## config.mk

```make
export PLATFORM = sky130hd
export DESIGN_NAME = fix_acc_flat
export DESIGN_NICKNAME = d
export VERILOG_FILES = /design/src/rtl/fix_acc_if.sv /design/src/rtl/fix_acc.sv /design/src/flat_wrapper.sv
export SDC_FILE = /design/constraint.sdc
export NUM_CORES = 1
export LEC_CHECK = 0
export ABC_AREA = 1
export CAP_MARGIN = 5
export CORE_MARGIN = 2
export CORE_UTILIZATION = 30
export DETAILED_ROUTE_END_ITERATION = 10
export PLACE_DENSITY = 0.52
export SLEW_MARGIN = 20
export SYNTH_ARGS = -nofsm -noshare
export SYNTH_HDL_FRONTEND = slang
export SYNTH_SLANG_ARGS = --single-unit
```

## constraint.sdc

```tcl
create_clock -name clk -period 2.4 [get_ports clk]
set_input_delay 0.48 -clock clk [delete_from_list [all_inputs] [get_ports clk]]
set_output_delay 0.48 -clock clk [all_outputs]
set_load 0.02 [all_outputs]
```

## src/rtl/fix_acc_if.sv

```systemverilog
// Handshake bundle for the fix_acc Q8.8 accumulator.
// The slave modport faces the accumulator; master faces the producer/consumer.
interface fix_acc_if #(
    parameter int LEN_W = 8
);
    logic             start;
    logic [LEN_W-1:0] len;
    logic             in_valid;
    logic             in_ready;
    logic [15:0]      in_data;
    logic             out_valid;
    logic             out_ready;
    logic [15:0]      out;
    logic             out_ovf;
    logic             busy;

    modport slave (
        input  start, len, in_valid, in_data, out_ready,
        output in_ready, out_valid, out, out_ovf, busy
    );

    modport master (
        output start, len, in_valid, in_data, out_ready,
        input  in_ready, out_valid, out, out_ovf, busy
    );
endinterface

```

## src/rtl/fix_acc.sv

```systemverilog
// Sums len signed Q8.8 terms into a 16+LEN_W bit accumulator.
// Define FIX_ACC_SAT_EN to saturate the 16-bit result; default wraps.
module fix_acc #(
    parameter int LEN_W = 8
) (
    input logic     clk,
    input logic     rst,
    fix_acc_if.slave bus
);
    localparam int AW = 16 + LEN_W;
    localparam logic signed [AW-1:0] POS_MAX = AW'(32767);
    localparam logic signed [AW-1:0] NEG_MIN = AW'(-32768);

    typedef enum logic [1:0] {IDLE, ACC, DONE} state_t;

    state_t                 state, state_nx;
    logic signed [AW-1:0]   acc, acc_nx;
    logic [LEN_W-1:0]       cnt, cnt_nx;
    logic                   pos_ovf, neg_ovf;

    always_ff @(posedge clk or posedge rst) begin
        if (rst) begin
            state <= IDLE;
            acc   <= '0;
            cnt   <= '0;
        end else begin
            state <= state_nx;
            acc   <= acc_nx;
            cnt   <= cnt_nx;
        end
    end

    always_comb begin
        state_nx      = state;
        acc_nx        = acc;
        cnt_nx        = cnt;
        bus.in_ready  = 1'b0;
        bus.out_valid = 1'b0;
        unique case (state)
            IDLE: begin
                if (bus.start) begin
                    acc_nx = '0;
                    if (bus.len == '0) begin
                        state_nx = DONE;
                    end else begin
                        cnt_nx   = bus.len;
                        state_nx = ACC;
                    end
                end
            end
            ACC: begin
                bus.in_ready = 1'b1;
                if (bus.in_valid) begin
                    acc_nx = acc + {{LEN_W{bus.in_data[15]}}, bus.in_data};
                    cnt_nx = cnt - LEN_W'(1);
                    if (cnt == LEN_W'(1))
                        state_nx = DONE;
                end
            end
            DONE: begin
                bus.out_valid = 1'b1;
                if (bus.out_ready)
                    state_nx = IDLE;
            end
            default: state_nx = IDLE;
        endcase
    end

    assign pos_ovf     = acc > POS_MAX;
    assign neg_ovf     = acc < NEG_MIN;
    assign bus.busy    = state != IDLE;
    // Flag is only meaningful alongside out_valid, so keep it quiet elsewhere.
    assign bus.out_ovf = (state == DONE) && (pos_ovf || neg_ovf);

`ifdef FIX_ACC_SAT_EN
    always_comb begin
        bus.out = acc[15:0];
        if (pos_ovf)
            bus.out = 16'h7FFF;
        else if (neg_ovf)
            bus.out = 16'h8000;
    end
`else
    assign bus.out = acc[15:0];
`endif
endmodule

```

## src/flat_wrapper.sv

```systemverilog
// flat-port wrapper written by rule: the top's interface ports become plain ports
module fix_acc_flat 
#(
    parameter int LEN_W = 8
)
  (clk, rst, bus_start, bus_len, bus_in_valid, bus_in_data, bus_out_ready, bus_in_ready, bus_out_valid, bus_out, bus_out_ovf, bus_busy);
  fix_acc_if #(.LEN_W(LEN_W)) bus_i ();
  input logic clk;
  input logic rst;
  input wire logic [$bits(bus_i.start)-1:0] bus_start;
  input wire logic [$bits(bus_i.len)-1:0] bus_len;
  input wire logic [$bits(bus_i.in_valid)-1:0] bus_in_valid;
  input wire logic [$bits(bus_i.in_data)-1:0] bus_in_data;
  input wire logic [$bits(bus_i.out_ready)-1:0] bus_out_ready;
  output wire logic [$bits(bus_i.in_ready)-1:0] bus_in_ready;
  output wire logic [$bits(bus_i.out_valid)-1:0] bus_out_valid;
  output wire logic [$bits(bus_i.out)-1:0] bus_out;
  output wire logic [$bits(bus_i.out_ovf)-1:0] bus_out_ovf;
  output wire logic [$bits(bus_i.busy)-1:0] bus_busy;
  assign bus_i.start = bus_start;
  assign bus_i.len = bus_len;
  assign bus_i.in_valid = bus_in_valid;
  assign bus_i.in_data = bus_in_data;
  assign bus_i.out_ready = bus_out_ready;
  assign bus_in_ready = bus_i.in_ready;
  assign bus_out_valid = bus_i.out_valid;
  assign bus_out = bus_i.out;
  assign bus_out_ovf = bus_i.out_ovf;
  assign bus_busy = bus_i.busy;
  fix_acc #(.LEN_W(LEN_W)) u_core (.clk(clk), .rst(rst), .bus(bus_i));
endmodule
```

After elaboration in Yosys (flattened, before gate mapping)

Cells that the tools add are included.

Bits in registers: 34
Input port bits: 29

Add/subtract/negate cells: 2
$lt $le $gt $ge: 2
Equal/unequal tests: 8
Mux-type cells: 15
Reduce and logical (&&, ||, !) cells: 9

Operator list:

| kind                   | number |
|---|---|
| $mux W24               | 2 |
| $pmux W24 S2           | 1 |
| $add A24 B24 Y24       | 1 |
| $gt A24 B16 Y1 const B | 1 |
| $lt A24 B16 Y1 const B | 1 |
| $mux W8                | 3 |
| $pmux W8 S2            | 1 |
| $mux W2                | 5 |
| $eq A8 B1 Y1 const B   | 1 |
| $logic_not A8 Y1       | 1 |
| $ne A2 B2 Y1 const B   | 4 |
| $reduce_and A4 Y1      | 2 |
| $sub A8 B1 Y8 const B  | 1 |
| $pmux W2 S3            | 1 |
| $reduce_bool A2 Y1     | 2 |
| $reduce_and A3 Y1      | 1 |
| $eq A2 B1 Y1 const B   | 1 |
| $eq A2 B2 Y1 const B   | 1 |
| $logic_not A2 Y1       | 1 |
| $mux W1                | 2 |
| $ne A2 B1 Y1 const B   | 1 |
| $logic_and A1 B1 Y1    | 1 |
| $logic_or A1 B1 Y1     | 1 |

Longest topological paths before layout

Depth in word-level cells: 4
Mapped depth: 12

Worst setup path before layout

OpenSTA, ideal clock, no wires.

Path type: input to register
From: in bus_in_data[0]
To: reg u_core.acc[12]
Arrival time: 1.780 ns
Data required time: 2.283 ns
Setup slack: 0.503 ns
Stages: 11
Buffers on the path: 0
Path through: ha_1 > fa_1 > nand2_1 > nand2_1 > and2_2 > nand2_1 > nand2_1 > nand2_1 > nand3b_1 > nand3_1 > nand2_1

Longest elaborated chain between the ends: 3

Ends and longest elaborated chain:

| element                | RTL line           | source |
|---|---|---|
| start: declaration     | flat_wrapper.sv:13 | `input wire logic [$bits(bus_i.in_data)-1:0] bus_in_data;` |
| $add A24 B24 Y24       | fix_acc.sv:54      | `acc_nx = acc + {{LEN_W{bus.in_data[15]}}, bus.in_data};` |
| $mux W24               | fix_acc.sv:53      | `if (bus.in_valid) begin` |
| $pmux W24 S2           | fix_acc.sv:39      | `unique case (state)` |
| end signal: assignment | fix_acc.sv:28      | `acc <= acc_nx;` |
| end: declaration       | fix_acc.sv:17      | `logic signed [AW-1:0] acc, acc_nx;` |

Every way passes these cells. The select of a mux whose other input is x is not followed.
A chain may end at the register's enable or synchronous reset.

Final worst setup path

From: in bus_in_data[0]
To: reg u_core.acc[16]

The elaborated chain is that of the path after synthesis.

==> impl_metrics.yaml <==
clock_network:
  cts_root_buf: "sky130_fd_sc_hd__clkbuf_16"
  clk_latency_ps: 290
  cts.sinks: 34
  clk_pin_slew_worst_paths_ps: 60
  tritoncts: "yes"
  number_of_buffers_added_by_the_clock_tree_synthesis_step: 5
  post_cts_setup_repair_bufs: 0
  buffers_from_clock_root_to_sink_at_most: 2
  ctsHtreeMaxLevel: 2
place:
  dp.final_hpwl_um: 7527
  routabilityCongestion: 0.8804
  placedCellCount: 746
  dpl_worst_slack_ps: -40.02
  io_buffers: 48
pwr:
  sw_ratio_pct: 49.14
  design_power_total_uw: 5152
  sequentialPowerShare_pct: 20.7
  net-switching-power_uw: 2532
  power.static_leakage_uw: 0.002304
  gate_power_share_pct: 62.1
  ir_worst_vdd_mv: 0.6258
  cellPowerDensity_nw_per_um2: 1205
  power.clock.fraction_pct: 17.2
  cellInternalPower_uw: 2620
setup_path:
  crit_path_frequent_cell: "sky130_fd_sc_hd__nand2_1"
  reg2reg_depth: 11
  worst-endpoint-required_ps: 2570
  crit_path_end_kind: "flip-flop"
  critical-path-top-delay-family: "simple AND/OR/NAND/NOR gates"
  start_kind: "input port"
  critical_path.cell_chain: "clkdlybuf4s50_1 -> ha_1 -> fa_1 -> nand2_1 -> nand2_1 -> and2_2 -> nand2_1 -> nand2_1 -> nand2_1 -> nand3b_1 -> nand3_1 -> nand2_1"
  timing.rr.end: "u_core.acc[16]$_DFFE_PP0P_"
  count_of_buffer_and_inverter_cells_on_the_critical_path: 1
  worst_ep_arrival_time_ps: 2320
  r2r-start: "u_core.acc[0]$_DFFE_PP0P_"
  reg2reg_slack_ps: 440
  peak_fanout_along_the_critical_path: 4
  critical-path-max-stage-delay_ps: 410
  worstSetupPathType: "input port to flip-flop"
  cp_slowest_cell: "sky130_fd_sc_hd__clkdlybuf4s50_1"
logic_synthesis:
  postSynthCellCount: 564
  synth-seq-area-share_pct: 24.35
  synth-async-reset-ratio_pct: 100.0
  edff_count_synth: 0
  syn-num-nets: 619
  netlist.area_leader.share_pct: 24.35
  ys_seq_elements: 34
  synth.lib_cells_used.distinct: 40
  ys_top_cells_by_area: "sky130_fd_sc_hd__dfrtp_1 (24%), sky130_fd_sc_hd__nand2_1 (23%), sky130_fd_sc_hd__inv_1 (9.3%)"
  synth_top_area_cell: "sky130_fd_sc_hd__dfrtp_1"
  dominantRegCellSynth: "sky130_fd_sc_hd__dfrtp_1"
  synthesis.yosys.warnings: 0
  mapped_avg_cell_area_um2: 6.196
  synth.cell_area_um2: 3495
finish:
  finish.cell_count_without_fillers: 754
  fillerInstances: 1266
  finalNetCount: 665
  num_antenna_cells: 0
  drive_above_1_share_pct: 9.002
  area_delta_synth_final_pct: 22.31
hold_path:
  worstHoldStart: "u_core.acc[13]$_DFFE_PP0P_"
  timing.hold.worst_path_depth: 2
  min_delay_worst_endpoint: "u_core.acc[13]$_DFFE_PP0P_"
  hold_path.class: "flip-flop to flip-flop"
die:
  initial_standard_cell_utilization_of_the_core_pct: 30.74
  design.die.area_um2: 12530
  rows: 39
  fp.coreArea_um2: 11370
  fp.dieH_um: 111.9
  io_pins: 49
  die-width_um: 111.9
sta:
  shortest_clock_period_the_worst_path_allows_after_layout_ps: 2143
  report.final.setup_viol: 0
  worst_case_setup_margin_in_the_final_layout_ps: 256.5
  worst_pin_slew_ps: 507.7
  timing.max_slew.rel_slack_pct: 66.16
  layout_worst_path_cycle_share_pct: 89.31
  rsz0062_at_grt: "no"
  slew_violations: 0
  timing.clock.skew_ps: 6.631
  max_freq_ghz: 0.4665
  timing_hold_violations_final: 0
global_routing:
  grt_antenna_before_repair: 0
  grt_remaining_overflow: 0
  grt_max_degree: 35
  first_global_vias: 3329
  overall_routing_resource_usage_pct: 15.87
  grt_pass1_wl_um: 16210
drt:
  drt_first_iter_violations: 200
  routed_wirelength_um: 9532
  dr_total_vias: 3481
  routed_via_density: 4.617
  firstDrtPassIters: 4
  detail-route-antenna-nets: 0
  drt_drc_violations_left: 0
  wirelength_per_cell_um: 12.64
status:
  outcome: "complete, no violations"
job:
  timing.max_cap.violations: 0
## worst max path at each step
stage                                start                          to  slack, ps  cells after the start
6_report                    bus_in_data[0]  u_core.acc[16]$_DFFE_PP0P_        260                     12
5_1_grt                    bus_in_data[15]  u_core.acc[22]$_DFFE_PP0P_         80                     12
4_1_cts        u_core.state[1]$_DFFE_PP0P_                bus_in_ready        250                      4
3_5_place_dp                bus_in_data[0]  u_core.acc[22]$_DFFE_PP0P_        -40                     11
3_3_place_gp               bus_in_data[15]  u_core.acc[22]$_DFFE_PP0P_        -40                     12
2_1_floorplan               bus_in_data[0]  u_core.acc[12]$_DFFE_PP0P_        500                     11
## power groups by stage
stage | clock network (µW) | logic (µW) | registers [µW]
after CTS | 901 | 3230 | 1070
after global routing | 926 | 3640 | 1110
after detailed placement | 0 | 3220 | 1070
after floorplan | 0 | 2470 | 1000
final | 887 | 3200 | 1070
after global placement | 0 | 3210 | 1070
## tightest hold or removal path, delay by kind of cell (launching register included)
kind            cells  cell delay (ps)
flops               1              370
simple gates        1               70
compound gates      1               50
## sequential cells by signal (all words and copies together) (netlist names)
signal	count
u_core.acc	24
u_core.cnt	8
u_core.state	2
## area by class of cell
cell class                 instances  area (µm²)  area share, %
multi-input combinational        417        2128          49.80
sequential                        34       850.8          19.91
timing repair buffer              59       561.8          13.14
inverter                          93       360.3          8.431
tap                              143       178.9          4.186
clock buffer                       5       125.1          2.927
clock inverter                     3       68.82          1.610
## Yosys cell counts, types with 5 or more instances
library cell	count
sky130_fd_sc_hd__ha_1	25
sky130_fd_sc_hd__o21ai_2	6
sky130_fd_sc_hd__nor3_1	7
sky130_fd_sc_hd__nand2_2	7
sky130_fd_sc_hd__nand2_1	214
sky130_fd_sc_hd__a21oi_1	24
sky130_fd_sc_hd__nand4_1	6
sky130_fd_sc_hd__o21ai_1	5
sky130_fd_sc_hd__dfrtp_1	34
sky130_fd_sc_hd__o21ai_0	13
sky130_fd_sc_hd__nand3_1	32
sky130_fd_sc_hd__buf_4	17
sky130_fd_sc_hd__nor2_1	40
sky130_fd_sc_hd__inv_1	87
sky130_fd_sc_hd__nor2_2	6
## cells by family (layout without fill, tap and decap cells)
family	count (synthesis)	count (layout)	share of synthesized area, %
xor+xnor	4	4	1.003
simple gates	327	327	39.96
flops	34	34	24.35
compound gates	60	60	10.42
buf+inv	113	160	14.75
fa+ha+maj	26	26	9.524
## layer usage
layer / vias up / part of all wire [%] / global-route usage (%) / routed length (µm)
met2: 75 / 44 / 26.02 / 4188
met1: 1551 / 50 / 21.87 / 4725
met5: - / 0 / 0 / 0
li1: 1848 / - / - / -
met3: 7 / 5.3 / 2.831 / 501
met4: 0 / 1.2 / 3.740 / 117
## stage by stage
step | util [%] | area (µm²) | TNS, ps | hold slack, ps
floorplan | - | 3495 | 0 | 477.5
global placement | 35.90 | 4081 | -53.63 | 495.8
detailed placement | 35.90 | 4081 | -128.8 | 501.5
CTS | 37.59 | 4274 | 0 | 516.7
global route | 37.59 | 4274 | 0 | 545.5
finish | 37.59 | 4274 | 0 | 512.8
## cells in the final DEF, fill, tap and decap left out, types with 3 or more instances in the layout
cell type and instances:
sky130_fd_sc_hd__nand2_1 214, sky130_fd_sc_hd__inv_1 87, sky130_fd_sc_hd__clkdlybuf4s50_1 47, sky130_fd_sc_hd__nor2_1 40
sky130_fd_sc_hd__dfrtp_1 34, sky130_fd_sc_hd__nand3_1 32, sky130_fd_sc_hd__ha_1 25, sky130_fd_sc_hd__a21oi_1 24
sky130_fd_sc_hd__o21ai_0 13, sky130_fd_sc_hd__buf_4 11, sky130_fd_sc_hd__nand2_2 7, sky130_fd_sc_hd__nor3_1 7
sky130_fd_sc_hd__nor2_2 6, sky130_fd_sc_hd__o21ai_2 6, sky130_fd_sc_hd__nand4_1 6, sky130_fd_sc_hd__o21ai_1 5
sky130_fd_sc_hd__clkbuf_16 5, sky130_fd_sc_hd__nand3b_1 4, sky130_fd_sc_hd__nor2_4 3, sky130_fd_sc_hd__o31ai_1 3
## repair_timing
item,CTS,global route
resized for setup,1,0
endpoints found under the hold margin,0,0
setup endpoints to repair,1,0
hold buffers,0,0
No activity file was read; power rests on OpenSTA's default activity.
